## src/rtl/imm_gen_stage.sv

```systemverilog
// imm_gen_stage: decode-stage immediate generator with an elastic output FIFO.
// Extracts and extends the I/U/S/B/J/Z/SH immediate formats to XLEN bits and
// queues each result with its extop and sideband tag. Both sides use valid/ready.
// The handshake flags are registered, so out_ready has no combinational path to in_ready.
// Optional feature macro: IMM_ILLEGAL_EN adds a per-entry out_illegal flag.
module imm_gen_stage #(
    parameter int unsigned XLEN  = 32,
    parameter int unsigned TAG_W = 32,
    parameter int unsigned DEPTH = 2
) (
    input  logic              clk,
    input  logic              rst,
    input  logic              flush,
    input  logic              in_valid,
    output logic              in_ready,
    input  logic [31:0]       in_inst,
    input  logic [2:0]        in_extop,
    input  logic [TAG_W-1:0]  in_tag,
    output logic              out_valid,
    input  logic              out_ready,
    output logic [XLEN-1:0]   out_imm,
    output logic [2:0]        out_extop,
`ifdef IMM_ILLEGAL_EN
    output logic              out_illegal,
`endif
    output logic [TAG_W-1:0]  out_tag
);

    localparam int unsigned PTR_W = (DEPTH > 1) ? $clog2(DEPTH) : 1;
    localparam int unsigned CNT_W = $clog2(DEPTH + 1);
    localparam logic [PTR_W-1:0] PTR_LAST = PTR_W'(DEPTH - 1);
    localparam logic [CNT_W-1:0] CNT_FULL = CNT_W'(DEPTH);

    logic [31:0]      raw_c;
    logic [XLEN-1:0]  imm_c;
    logic             push_c;
    logic             pop_c;

    logic [PTR_W-1:0] wr_ptr;
    logic [PTR_W-1:0] rd_ptr;
    logic [CNT_W-1:0] count;
    logic [PTR_W-1:0] wr_ptr_nxt_c;
    logic [PTR_W-1:0] rd_ptr_nxt_c;
    logic [CNT_W-1:0] count_nxt_c;

    logic [XLEN-1:0]  mem_imm   [DEPTH];
    logic [2:0]       mem_extop [DEPTH];
    logic [TAG_W-1:0] mem_tag   [DEPTH];

    // The opcode field never contributes to any immediate format.
    logic unused_opcode;
    assign unused_opcode = ^in_inst[6:0];

    // Build a 32-bit immediate already extended to bit 31, then extend to XLEN.
    // The zero-extended formats keep bit 31 clear, so one signed widening covers all formats.
    always_comb begin
        raw_c = '0;
        case (in_extop)
            3'b000: raw_c = {{20{in_inst[31]}}, in_inst[31:20]};
            3'b001: raw_c = {in_inst[31:12], 12'b0};
            3'b010: raw_c = {{20{in_inst[31]}}, in_inst[31:25], in_inst[11:7]};
            3'b011: raw_c = {{19{in_inst[31]}}, in_inst[31], in_inst[7],
                             in_inst[30:25], in_inst[11:8], 1'b0};
            3'b100: raw_c = {{11{in_inst[31]}}, in_inst[31], in_inst[19:12],
                             in_inst[20], in_inst[30:21], 1'b0};
            3'b101: raw_c = {27'b0, in_inst[19:15]};
            3'b110: begin
                if (XLEN == 64) begin
                    raw_c = {26'b0, in_inst[25:20]};
                end else begin
                    raw_c = {27'b0, in_inst[24:20]};
                end
            end
            default: raw_c = '0;
        endcase
        imm_c = XLEN'($signed(raw_c));
    end

`ifdef IMM_ILLEGAL_EN
    logic illegal_c;
    logic mem_ill [DEPTH];

    // Reserved extop, or a 6-bit shamt on a 32-bit datapath, flags the entry illegal.
    always_comb begin
        illegal_c = 1'b0;
        if (in_extop == 3'b111) begin
            illegal_c = 1'b1;
        end else if ((in_extop == 3'b110) && (XLEN == 32)) begin
            illegal_c = in_inst[25];
        end
    end

    // Per-entry illegal flag storage, cleared by reset only.
    always_ff @(posedge clk or posedge rst) begin
        if (rst) begin
            for (int i = 0; i < DEPTH; i++) begin
                mem_ill[i] <= 1'b0;
            end
        end else if (push_c) begin
            mem_ill[wr_ptr] <= illegal_c;
        end
    end

    assign out_illegal = mem_ill[rd_ptr];
`endif

    // Flush suppresses both the push and the pop of its cycle.
    assign push_c = in_valid & in_ready & ~flush;
    assign pop_c  = out_valid & out_ready & ~flush;

    // Next pointer and occupancy; pointers wrap explicitly at DEPTH-1.
    always_comb begin
        wr_ptr_nxt_c = wr_ptr;
        rd_ptr_nxt_c = rd_ptr;
        count_nxt_c  = count;
        if (flush) begin
            wr_ptr_nxt_c = '0;
            rd_ptr_nxt_c = '0;
            count_nxt_c  = '0;
        end else begin
            if (push_c) begin
                wr_ptr_nxt_c = (wr_ptr == PTR_LAST) ? '0 : wr_ptr + 1'b1;
            end
            if (pop_c) begin
                rd_ptr_nxt_c = (rd_ptr == PTR_LAST) ? '0 : rd_ptr + 1'b1;
            end
            case ({push_c, pop_c})
                2'b10:   count_nxt_c = count + 1'b1;
                2'b01:   count_nxt_c = count - 1'b1;
                default: count_nxt_c = count;
            endcase
        end
    end

    // Pointer, occupancy and handshake flag registers.
    always_ff @(posedge clk or posedge rst) begin
        if (rst) begin
            wr_ptr    <= '0;
            rd_ptr    <= '0;
            count     <= '0;
            in_ready  <= 1'b1;
            out_valid <= 1'b0;
        end else begin
            wr_ptr    <= wr_ptr_nxt_c;
            rd_ptr    <= rd_ptr_nxt_c;
            count     <= count_nxt_c;
            in_ready  <= (count_nxt_c != CNT_FULL);
            out_valid <= (count_nxt_c != '0);
        end
    end

    // Entry storage for imm, extop and tag, cleared by reset.
    always_ff @(posedge clk or posedge rst) begin
        if (rst) begin
            for (int i = 0; i < DEPTH; i++) begin
                mem_imm[i]   <= '0;
                mem_extop[i] <= '0;
                mem_tag[i]   <= '0;
            end
        end else if (push_c) begin
            mem_imm[wr_ptr]   <= imm_c;
            mem_extop[wr_ptr] <= in_extop;
            mem_tag[wr_ptr]   <= in_tag;
        end
    end

    assign out_imm   = mem_imm[rd_ptr];
    assign out_extop = mem_extop[rd_ptr];
    assign out_tag   = mem_tag[rd_ptr];

endmodule
```

## config.mk

```make
export PLATFORM = sky130hd
export DESIGN_NAME = imm_gen_stage
export DESIGN_NICKNAME = d
export VERILOG_FILES = /design/src/rtl/imm_gen_stage.sv
export SDC_FILE = /design/constraint.sdc
export NUM_CORES = 1
export LEC_CHECK = 0
export CAP_MARGIN = 20
export CORE_MARGIN = 2
export CORE_UTILIZATION = 47
export CTS_CLUSTER_SIZE = 16
export DETAILED_ROUTE_END_ITERATION = 12
export PLACE_DENSITY = 0.75
export SETUP_SLACK_MARGIN = 0.5
export SYNTH_ARGS = -nofsm -noshare
export SYNTH_HDL_FRONTEND = slang
export SYNTH_SLANG_ARGS = --single-unit
```

## constraint.sdc

```tcl
create_clock -name clk -period 6.4 [get_ports clk]
set_input_delay 1.92 -clock clk [delete_from_list [all_inputs] [get_ports clk]]
set_output_delay 1.92 -clock clk [all_outputs]
set_load 0.02 [all_outputs]
```

After elaboration in Yosys (flattened, before gate mapping) --
Index checks and enable logic that the tools add are counted.
Storage, ports and cells: register bits 140, input port bits 72
Cells by class: $add $sub $neg 4, $lt $le $gt $ge 3, equality and inequality tests 9, multiplexer cells 25, bitwise gates (word level) 7, reductions and logical operators 5
Operators by type and width (number):
- $mux W32 | 7
- $pmux W32 S7 | 1
- $bwmux W64 | 2
- $demux W32 S1 | 1
- $mux W3 | 4
- $eq A3 B3 Y1 const B | 3
- $bwmux W6 | 1
- $eq A3 B2 Y1 const B | 2
- $mux W1 | 6
- $reduce_bool A2 Y1 | 3
- $and A1 B1 Y1 | 4
- $ge A2 B2 Y1 const B | 2
- $not A1 Y2 | 2
- $pmux W2 S2 | 1
- $demux W3 S1 | 1
- $eq A3 B1 Y1 const B | 1
- $logic_not A3 Y1 | 1
- $add A1 B1 Y1 const B | 2
- $add A2 B1 Y2 const B | 1
- $eq A2 B1 Y1 const B | 1
- $eq A2 B2 Y1 const B | 1
- $lt A2 B1 Y1 const B | 1
- $mux W2 | 1
- $ne A2 B2 Y1 const B | 1
- other kinds (3) | 3

Logic depth before layout (Yosys ltp) --
Gate-level depths: netlist (run 1).
depth in word-level cells 6, mapped depth 6

Worst setup path after synthesis (run 1) --
OpenSTA, ideal clock, no wires.
path type input to register, from input port flush, to register in_ready, setup time 0.082 ns, arrival time 3.338 ns, path slack 2.980 ns, cell stages on the path 5, buffers on the path 1, cells stage by stage buf_2 or2_2 ha_1 or3_1 a211o_1
Between the ends: word-level cells in the longest chain between the ends 6
Ends and longest elaborated chain:
- start: declaration | line 13 | input logic flush,
- $not A1 Y1 | line 108, 109
- $and A1 B1 Y1 (on tied branches) | line 109, 108
- $eq A2 B1 Y1 or $eq A2 B2 Y1 (tied branches) | line 127 | case ({push_c, pop_c})
- $pmux W2 S2 | line 127
- $mux W2 (*) | line 116 | if (flush) begin
- $ne A2 B2 Y1 (*) | line 147 | in_ready <= (count_nxt_c != CNT_FULL);
- end signal: assignment | line 147
- end: declaration | line 15 | output logic in_ready,
Mark *: on every way between the ends. The rest lies on a longest branch, timed or not. A chain may end at the register's enable or synchronous reset.

Worst setup path after layout (run 1) --
from register rd_ptr, to output port out_imm[27]
Between the ends: word-level cells in the longest chain between the ends 4
Ends and longest elaborated chain:
- start: declaration | line 40 | logic [PTR_W-1:0] rd_ptr;
- start signal: assignment | line 145 | rd_ptr <= rd_ptr_nxt_c;
- $not A1 Y2 (implied by the code) | line 167 | assign out_imm = mem_imm[rd_ptr];
- $mux W32 (implied by the code) (3 in a row) | line 167
- end: declaration | line 21 | output logic [XLEN-1:0] out_imm,
No other way between the ends. The select of a mux whose other input is x is not followed.

==> metrics.md, run 1 <==
| Metric | Value |
|---|---|
| Outcome | finished clean |
| Post-route DRC | 0 |
| Routed wire per std cell | 16.6 um |
| Via count | 5375 |
| CTS max path bufs | 2 |
| Post-Synthesis Cell Area | 0.00663 sq mm |
| Tot GR Track Use | 22.6% |
| DP Area | 0.00799 sq mm |
| Resized cells post-CTS | 0 |
| Fin crit share | 70.1% |
| Max VDD drop | 0.160 mV |
| Fraction of registers with async set/reset | 100% |
| Syn Nets | 757 |
| Clk slew on worst S/H paths | 0.06 ns |
| WP data arrival | 2.57 ns |
| Die extent in x | 123 um |
| Setup TNS | 0 ns |
| Diode count | 0 |
| Post-synth EDFFs | 0 |
| Starting density of the core | 47.9% |
| Fmax | 223 MHz |
| Number of fill cells | 1094 |
| Vias in the first global route | 5480 |
| Fin nets | 865 |
| Worst Slack Setup Final | 1.91 ns |
| Skew final | 0.00507 ns |
| Max-cap violations | 0 |
| H-tree levels | 4 |
| First-pass GRT wire length | 26600 um |
| Ys flop type | dfrtp_1 |
| Number of I/O port buffers | 133 |
| Crit path launch type | flop |
| Gr ovfl total | 0 |
| Die footprint | 0.0151 sq mm |
| DR pass1 iterations | 5 |
| Initial antenna violation count | 0 |
| Minimum clock period | 4.49 ns |
| Cell Rows | 43 |
| Vias/cell | 5.46 |
| Cts bufs inserted | 17 |
| Detailed Place HPWL | 10300 um |
| Endpoints failing hold | 0 |
| Synth unique cells | 43 |
| Clk sink count | 140 |
| Pleak | 3.93 nW |
| Max-slew headroom | 29.6% |
| Finished Layout Cells | 985 |
| CP required | 4.48 ns |
| Layout cells sized above 1 | 16.8% |
| Synthesized flop and latch total | 140 |
| CTS tree | done |
| DP Worst Slack | 1.89 ns |
| Final wirelength | 16300 um |
| Register Area | 0.00351 sq mm |
| # IOs | 141 |
| Initial DRC Count | 416 |
| RSZ-0062 raised after global routing | no |
| Gp weighted congestion | 0.799 |
| Core area | 0.0138 sq mm |
| Power per cell area | 358 mW/mm^2 |
| Number of routed nets with antenna violations | 0 |
| Latest clock arrival within the worst-skew pair | 0.41 ns |
| Die Ht | 123 um |
| Register area share after synthesis | 52.9% |
| Multi-input logic area | 0.00288 sq mm |
| Least-Margin Pin Slew | 1.06 ns |
| Placed cells | 952 |
| Synthesis warning total | 0 |
| Worst setup EP type | output port |
| Final Setup Violations | 0 |
| Post-Syn Instances | 684 |
| # Post-CTS Setup Buffers | 0 |
| Layout area overhead | 30.0% |
| Max Fanout on Critical Path | 30 |
| Slew Limit Fails | 0 |
| Root buffer cell | clkbuf_16 |
| Average size of a mapped cell | 9.69 sq um |
| Worst hold slack | 0.469 ns |
| Worst setup path class | flop to output port |
| Fin area | 0.00862 sq mm |
| CTS Hold Bufs | 0 |
| Hold crit path type | flop to flop |
| Largest net degree at the start of global routing | 98 |
==> worst max-delay path, stage by stage, from the launching register on <==
cell             delay (ns)
dfrtp_2                0.69
buf_4                  0.49
mux2_2                 0.41
clkdlybuf4s50_1        0.55
==> sequential cells by signal, indices dropped and copies added (netlist names) <==
signal,count
count,2
in_ready,1
mem_extop,6
mem_imm,64
mem_tag,64
out_valid,1
rd_ptr,1
wr_ptr,1
==> stage by stage <==
stage	utilization (%)	total power, mW
6_report	62.3	3.08
5_1_grt	62.3	3.26
4_1_cts	62.2	3.10
3_5_place_dp	57.8	2.10
3_3_place_gp	57.8	2.05
2_1_floorplan	-	1.74
==> logic make-up after synthesis <==
group	share of synthesized area, %
AO/OA/AOI/OAI	7.67
adder cells (fa/ha/maj)	0.189
flip-flops	52.9
buffers and inverters	3.93
multiplexers	11.8
XOR/XNOR	0.529
AND/OR/NAND/NOR	23.0
==> synth_stat cells (2+ instances only) <==
cell,count,area [sq um]
a22oi_1,11,82.6
inv_1,3,11.3
clkbuf_1,21,78.8
a31oi_1,11,68.8
nor2b_1,3,18.8
xor2_1,3,26.3
mux2_2,68,766
nor4bb_1,3,30.0
o21ai_0,40,200
nor4_2,7,87.6
nand2_1,269,1010
buf_6,2,22.5
buf_2,21,105
a32oi_1,4,35.0
and4b_1,2,20.0
buf_4,5,37.5
o21ai_1,18,90.1
nand3_1,5,25.0
dfrtp_1,139,3480
nor2_1,14,52.6
and4bb_2,13,163
==> placed cells by master, fill, tap and decap left out, types with 5 or more instances in the layout <==
| cell type | instances |
|---|---|
| a22oi_1 | 11 |
| a31oi_1 | 11 |
| and4bb_2 | 13 |
| buf_4 | 5 |
| clkbuf_16 | 17 |
| clkdlybuf4s50_1 | 133 |
| dfrtp_1 | 138 |
| mux2_2 | 68 |
| nand2_1 | 269 |
| nand3_1 | 5 |
| nor2_1 | 14 |
| nor4_2 | 7 |
| o21ai_0 | 40 |
| o21ai_1 | 18 |
==> power breakdown <==
part           internal, mW  total (mW)  switching [mW]
registers              1.11        1.23           0.118
clock network         0.623        1.00           0.376
logic                 0.414       0.851           0.437
total                  2.15        3.08           0.931
==> per-layer routing <==
| metal | vias up | part of all wire, % | global-route usage [%] |
|---|---|---|---|
| met1 | 2663 | 44 | 29.8 |
| met4 | 0 | 0.97 | 7.54 |
| li1 | 2511 | - | - |
| met2 | 185 | 49 | 37.1 |
| met3 | 16 | 6.5 | 4.88 |
| met5 | - | 0 | 0 |
==> area by class of cell <==
cell class | count | share of cell area (%)
clock buffer | 18 | 5.10
clock inverter | 14 | 1.95
inverter | 3 | 0.189
multi-input combinational | 491 | 33.4
sequential | 140 | 40.7
tap | 180 | 2.61
timing repair buffer | 139 | 16.1
==> path summary, 6_finish.rpt <==
check,slack (ns),to,startpoint,cells after the start
min reg2reg,0.47,mem_tag[0]$_DFFE_PP0P_,mem_tag[0]$_DFFE_PP0P_,2
min in group asynchronous,2.09,mem_tag[52]$_DFFE_PP0P_,rst,2
min,0.47,mem_tag[0]$_DFFE_PP0P_,mem_tag[0]$_DFFE_PP0P_,2
max in group asynchronous,3.20,mem_imm[46]$_DFFE_PP0P_,rst,3
max reg2reg,4.34,in_ready$_DFF_PP1_,in_ready$_DFF_PP1_,5
max,1.91,out_imm[27],rd_ptr$_DFFE_PP0P_,3
Power figures use the tool's default switching activity.
==> run 2, diff against run 1 <==
- CORE_UTILIZATION: 47 -> 46
- PLACE_DENSITY: 0.75 -> 0.76
- clock period: 6.4 -> 3.65 ns (I/O delays scaled with it)
==> run 2 against run 1 <==
Net effect: first-iteration DRC count fell by 19%; non-clock buffer count increased by 6; register-to-register slack got worse by 2.8 ns; hold slack about the same; critical path depth did not move; via count shrank 0.30%; largest power group unchanged; wire length shrank 0.28%; global-route usage shrank 0.37 points.
==> metrics.md, run 2 (same netlist as run 1, synthesis figures left out) <==
| Metric | Value |
|---|---|
| Outcome | finished clean |
| Internal power | 3.98 mW |
| Clock share of power | 34.5% |
| Post-route DRC | 0 |
| DR pass1 iterations | 7 |
| Gp weighted congestion | 0.759 |
| Max-cap violations | 0 |
| Die footprint | 0.0154 sq mm |
| Cell Rows | 43 |
| Fin crit share | 85.6% |
| Worst setup EP type | output port |
| # IOs | 141 |
| Fmax | 320 MHz |
| Vias in the first global route | 5453 |
| Commonest non-fill, non-tap cell in the layout | nand2_1 |
| Latest clock arrival within the worst-skew pair | 0.42 ns |
| Clk slew on worst S/H paths | 0.06 ns |
| Metal3 WL | 1080 um |
| P_sw | 1.62 mW |
| Initial antenna violation count | 0 |
| Least-Margin Pin Slew | 0.944 ns |
| Hold-critical path depth | 2 |
| Number of fill cells | 1112 |
| Routed wire per std cell | 16.4 um |
| Diode count | 0 |
| Number of cells on the worst reg-to-reg path | 5 |
| # Post-CTS Setup Buffers | 0 |
| Layout cells sized above 1 | 17.1% |
| Vias/cell | 5.41 |
| Worst setup path class | flop to output port |
| Number of I/O port buffers | 133 |
| RSZ-0062 raised after global routing | yes |
| Most frequent cells in the layout | 269 x nand2_1, 138 x dfrtp_1, 132 x clkdlybuf4s50_1 |
| Gr ovfl total | 0 |
| Number of routed nets with antenna violations | 0 |
| Hold crit path type | flop to flop |
| Max VDD drop | 0.335 mV |
| Skew final | 0.00482 ns |
| Detailed Place HPWL | 10100 um |
| CTS tree | done |
| Minimum clock period | 3.12 ns |
| Pleak | 4.00 nW |
| Largest net degree at the start of global routing | 141 |
| Endpoints failing hold | 0 |
| WP data arrival | 2.03 ns |
| Root buffer cell | clkbuf_16 |
| Final Util | 62.6% |
| Highest routing layer actually used | met4 |
| Fin nets | 871 |
| H-tree levels | 4 |
| Tot GR Track Use | 22.2% |
| Final Setup Violations | 0 |
| Max Fanout on Critical Path | 39 |
| Die Ht | 124 um |
| CTS Hold Bufs | 0 |
| Via count | 5359 |
| Slew Limit Fails | 0 |
| Clk sink count | 140 |
| R2r setup slk | 1.56 ns |
| CTS max path bufs | 2 |
| Starting density of the core | 47.4% |
| Crit path launch type | flop |
| Initial DRC Count | 335 |
| Finished Layout Cells | 991 |
| Core area | 0.0140 sq mm |
| Max-slew headroom | 37.1% |
| First-pass GRT wire length | 26300 um |
| CP required | 2.55 ns |
| Placed cells | 959 |
| Layout area overhead | 32.3% |
| Met2 wire len | 7870 um |
| Switching portion of total power | 29.0% |
| Power per cell area | 639 mW/mm^2 |
| DRT met1 WL | 7100 um |
| Setup TNS | 0 ns |
| Top Registers | mem_imm x64, mem_tag x64, mem_extop x6 |
| Reg power frac | 38.4% |
| Die extent in x | 124 um |
| Cts bufs inserted | 17 |
| Combinational Power Share | 27.1% |
| Final wirelength | 16300 um |
## run 2: timing repair
| item | CTS | global route |
|---|---|---|
| setup endpoints to repair | 67 | 63 |
| gates cloned | 0 | 0 |
| pin swaps | 0 | 0 |
| resized for setup | 5 | 1 |
## run 2: worst max-delay path, cell delays in order, from the launching register on
cell	delay, ns
dfrtp_2	0.40
buf_12	0.27
mux2_2	0.37
clkdlybuf4s50_1	0.56
## run 2: power groups by stage
stage               sequential, mW  clock (mW)  combinational, mW
floorplan                     2.12           0              0.933
global placement              2.14           0               1.47
detailed placement            2.18           0               1.51
CTS                           2.15        1.96               1.53
global route                  2.20        2.03               1.67
finish                        2.15        1.93               1.51
## run 2: stage by stage
step,hold WS [ns],setup slack (ns),total power [mW],instance area [sq um]
3_5_place_dp,0.459,0.440,3.69,8070
4_1_cts,0.474,0.500,5.65,8760
3_3_place_gp,0.451,0.515,3.61,8070
2_1_floorplan,0.440,0.807,3.05,6630
6_report,0.469,0.527,5.60,8760
5_1_grt,0.494,0.458,5.90,8760
## run 2: path summary, 6_finish.rpt
check / from / endpoint
min in group asynchronous: rst / mem_tag[60]$_DFFE_PP0P_
max in group asynchronous: rst / mem_imm[2]$_DFFE_PP0P_
setup reg to reg: in_ready$_DFF_PP1_ / in_ready$_DFF_PP1_
hold / removal: mem_tag[21]$_DFFE_PP0P_ / mem_tag[21]$_DFFE_PP0P_
setup / recovery: rd_ptr$_DFFE_PP0P_ / out_tag[11]
hold reg to reg: mem_tag[21]$_DFFE_PP0P_ / mem_tag[21]$_DFFE_PP0P_
## run 2: metal layers
metal  global-route usage (%)  up-vias
li1                         -     2539
met1                     28.2     2627
met2                     37.4      169
met3                     5.08       24
met4                     8.01        0
met5                        0        -
## run 2: cell type report
class	count	area [sq um]	area share, %
repair buffers	145	1470	16.8
clock buffers	23	488	5.57
flip-flops and latches	140	3510	40.0
clock inverters	9	183	2.08
multi-input cells	491	2880	32.8
inverters	3	15.0	0.171
well taps	180	225	2.57
==> run 3, diff against run 2 <==
- PLACE_DENSITY: 0.76 -> default
- PLACE_DENSITY_LB_ADDON: default -> 0.08
==> run 3 against run 2 <==
Net effect: first-iteration DRC count up 6.6%; largest cell class unchanged; die area unchanged; clock power shrank 9.8%; sequential share of layout area decreased by 0.13 points; critical path depth is the same; hold slack worse by 0.0020 ns; via count is 0.45% lower; combinational power is 5% lower; maximum frequency is 0.75% higher.
==> metrics.md, run 3 (same netlist as run 1, synthesis figures left out) <==
| Metric | Value |
|---|---|
| Minimum clock period | 3.10 ns |
| Number of cells on the worst reg-to-reg path | 6 |
| Worst setup path class | flop to output port |
| Number of fill cells | 1132 |
| DP Area | 0.00815 sq mm |
| Endpoints failing hold | 0 |
| Gp weighted congestion | 0.814 |
| Skew final | 0.0135 ns |
| Max Fanout on Critical Path | 19 |
| Routed wire per std cell | 16.5 um |
| Finished Layout Cells | 998 |
| Fin nets | 879 |
| DR pass1 iterations | 6 |
| First-pass GRT wire length | 26200 um |
| Slew Limit Fails | 0 |
| CTS tree | done |
| Startpoint of the worst hold path | mem_extop[1]$_DFFE_PP0P_ |
| Clk slew on worst S/H paths | 0.06 ns |
| Starting density of the core | 47.4% |
| WP data arrival | 2.01 ns |
| Vias/cell | 5.35 |
| Root buffer cell | clkbuf_16 |
| Final Setup Violations | 0 |
| Power per cell area | 605 mW/mm^2 |
| Core area | 0.0140 sq mm |
| Commonest non-fill, non-tap cell in the layout | nand2_1 |
| FF-to-FF End | in_ready$_DFF_PP1_ |
| Clk sink count | 140 |
| Top Registers | mem_imm x64, mem_tag x64, mem_extop x6 |
| Pleak | 4.45 nW |
| Max VDD drop | 0.390 mV |
| RSZ-0062 raised after global routing | no |
| Placed cells | 965 |
| Max-slew headroom | 46.9% |
| Multi-input logic area | 0.00288 sq mm |
| Worst setup EP type | output port |
| Cell Rows | 43 |
| Least-Margin Pin Slew | 0.794 ns |
| Die footprint | 0.0154 sq mm |
| Layout area overhead | 32.8% |
| Initial antenna violation count | 0 |
| CTS max path bufs | 2 |
| Final wirelength | 16500 um |
| Register Area | 0.00351 sq mm |
| Initial DRC Count | 357 |
| # IOs | 141 |
| R2r setup slk | 1.56 ns |
| Hold-critical path depth | 2 |
| CTS Hold Bufs | 0 |
| Post-route DRC | 0 |
| Max-cap violations | 0 |
| Hold EP | mem_extop[1]$_DFFE_PP0P_ |
| Fmax | 323 MHz |
| Detailed Place HPWL | 10900 um |
| Setup TNS | 0 ns |
| Via count | 5335 |
| Worst hold slack | 0.467 ns |
| Crit path launch type | flop |
| Gr ovfl total | 0 |
| Diode count | 0 |
| Cts bufs inserted | 17 |
| Hold crit path type | flop to flop |
| H-tree levels | 4 |
| Die extent in x | 124 um |
| Number of I/O port buffers | 133 |
| Largest net degree at the start of global routing | 78 |
| Most frequent cells in the layout | 269 x nand2_1, 138 x dfrtp_1, 75 x clkdlybuf4s50_1 |
| CP required | 2.55 ns |
| Vias in the first global route | 5404 |
| Tot GR Track Use | 22.2% |
| Die Ht | 124 um |
| Fin crit share | 84.9% |
| Outcome | finished clean |
| Layout cells sized above 1 | 18.1% |
| Number of routed nets with antenna violations | 0 |
| Fin area | 0.00880 sq mm |
| Latest clock arrival within the worst-skew pair | 0.42 ns |
| FF-to-FF Start | in_ready$_DFF_PP1_ |
[run 3: changes by cell type in the layout (fill, tap and decap cells not counted), sizes merged, moves of 2 or more]
| cell | delta |
|---|---|
| clkinv | +4 |
| buf | +8 |
| clkbuf | -4 |
| dlygate4sd2 | +31 |
| clkdlybuf4s50 | -57 |
| bufinv | -2 |
| dlymetal6s2s | +26 |
[run 3: how the worst max path moves through the flow]
stage	start	to	slack, ns	cells past startpoint
after floorplan	rst	count[0]$_DFF_PP0_	0.81	1
after global placement	in_valid	in_ready$_DFF_PP1_	0.49	6
after detailed placement	in_valid	in_ready$_DFF_PP1_	0.44	7
after CTS	rd_ptr$_DFFE_PP0P_	out_extop[1]	0.47	3
after global routing	rd_ptr$_DFFE_PP0P_	out_imm[19]	0.51	3
final	rd_ptr$_DFFE_PP0P_	out_imm[10]	0.55	3
[run 3: per-layer routing]
metal / track usage (%) / wire length [um] / vias up
li1: - / - / 2544
met1: 29.7 / 7220 / 2611
met2: 36.4 / 8060 / 166
met3: 5.63 / 1080 / 14
met4: 5.55 / 152 / 0
met5: 0 / 0 / -
[run 3: layout make-up]
type | count | area share [%]
clock buffers | 19 | 5.15
clock inverters | 12 | 1.66
inverters | 3 | 0.171
multi-input cells | 491 | 32.7
flip-flops and latches | 140 | 39.9
well taps | 180 | 2.56
repair buffers | 153 | 17.9
[run 3: repair_timing]
action                                  CTS  global route
resized for setup                        32            27
buffers inserted                          2             0
endpoints found under the setup margin   62            27
[run 3: per-stage QoR]
stage	util, %	total power, mW	setup slack (ns)
2_1_floorplan	-	3.05	0.807
3_3_place_gp	58.3	3.63	0.489
3_5_place_dp	58.3	3.70	0.438
4_1_cts	62.4	5.39	0.474
5_1_grt	62.9	5.62	0.505
6_report	62.9	5.32	0.550
[run 3: critical path: stages, from the launching register on]
cell and delay, ns:
dfrtp_4 0.50, buf_12 0.19, mux2_2 0.34, clkdlybuf4s50_1 0.53
[run 3: power by group]
group          total (mW)  internal, mW  leakage (nW)  switching (mW)
registers            2.15          1.95          1.77           0.199
clock network        1.74          1.10         0.290           0.638
logic                1.43         0.669          2.39           0.765
total                5.32          3.72          4.45            1.60
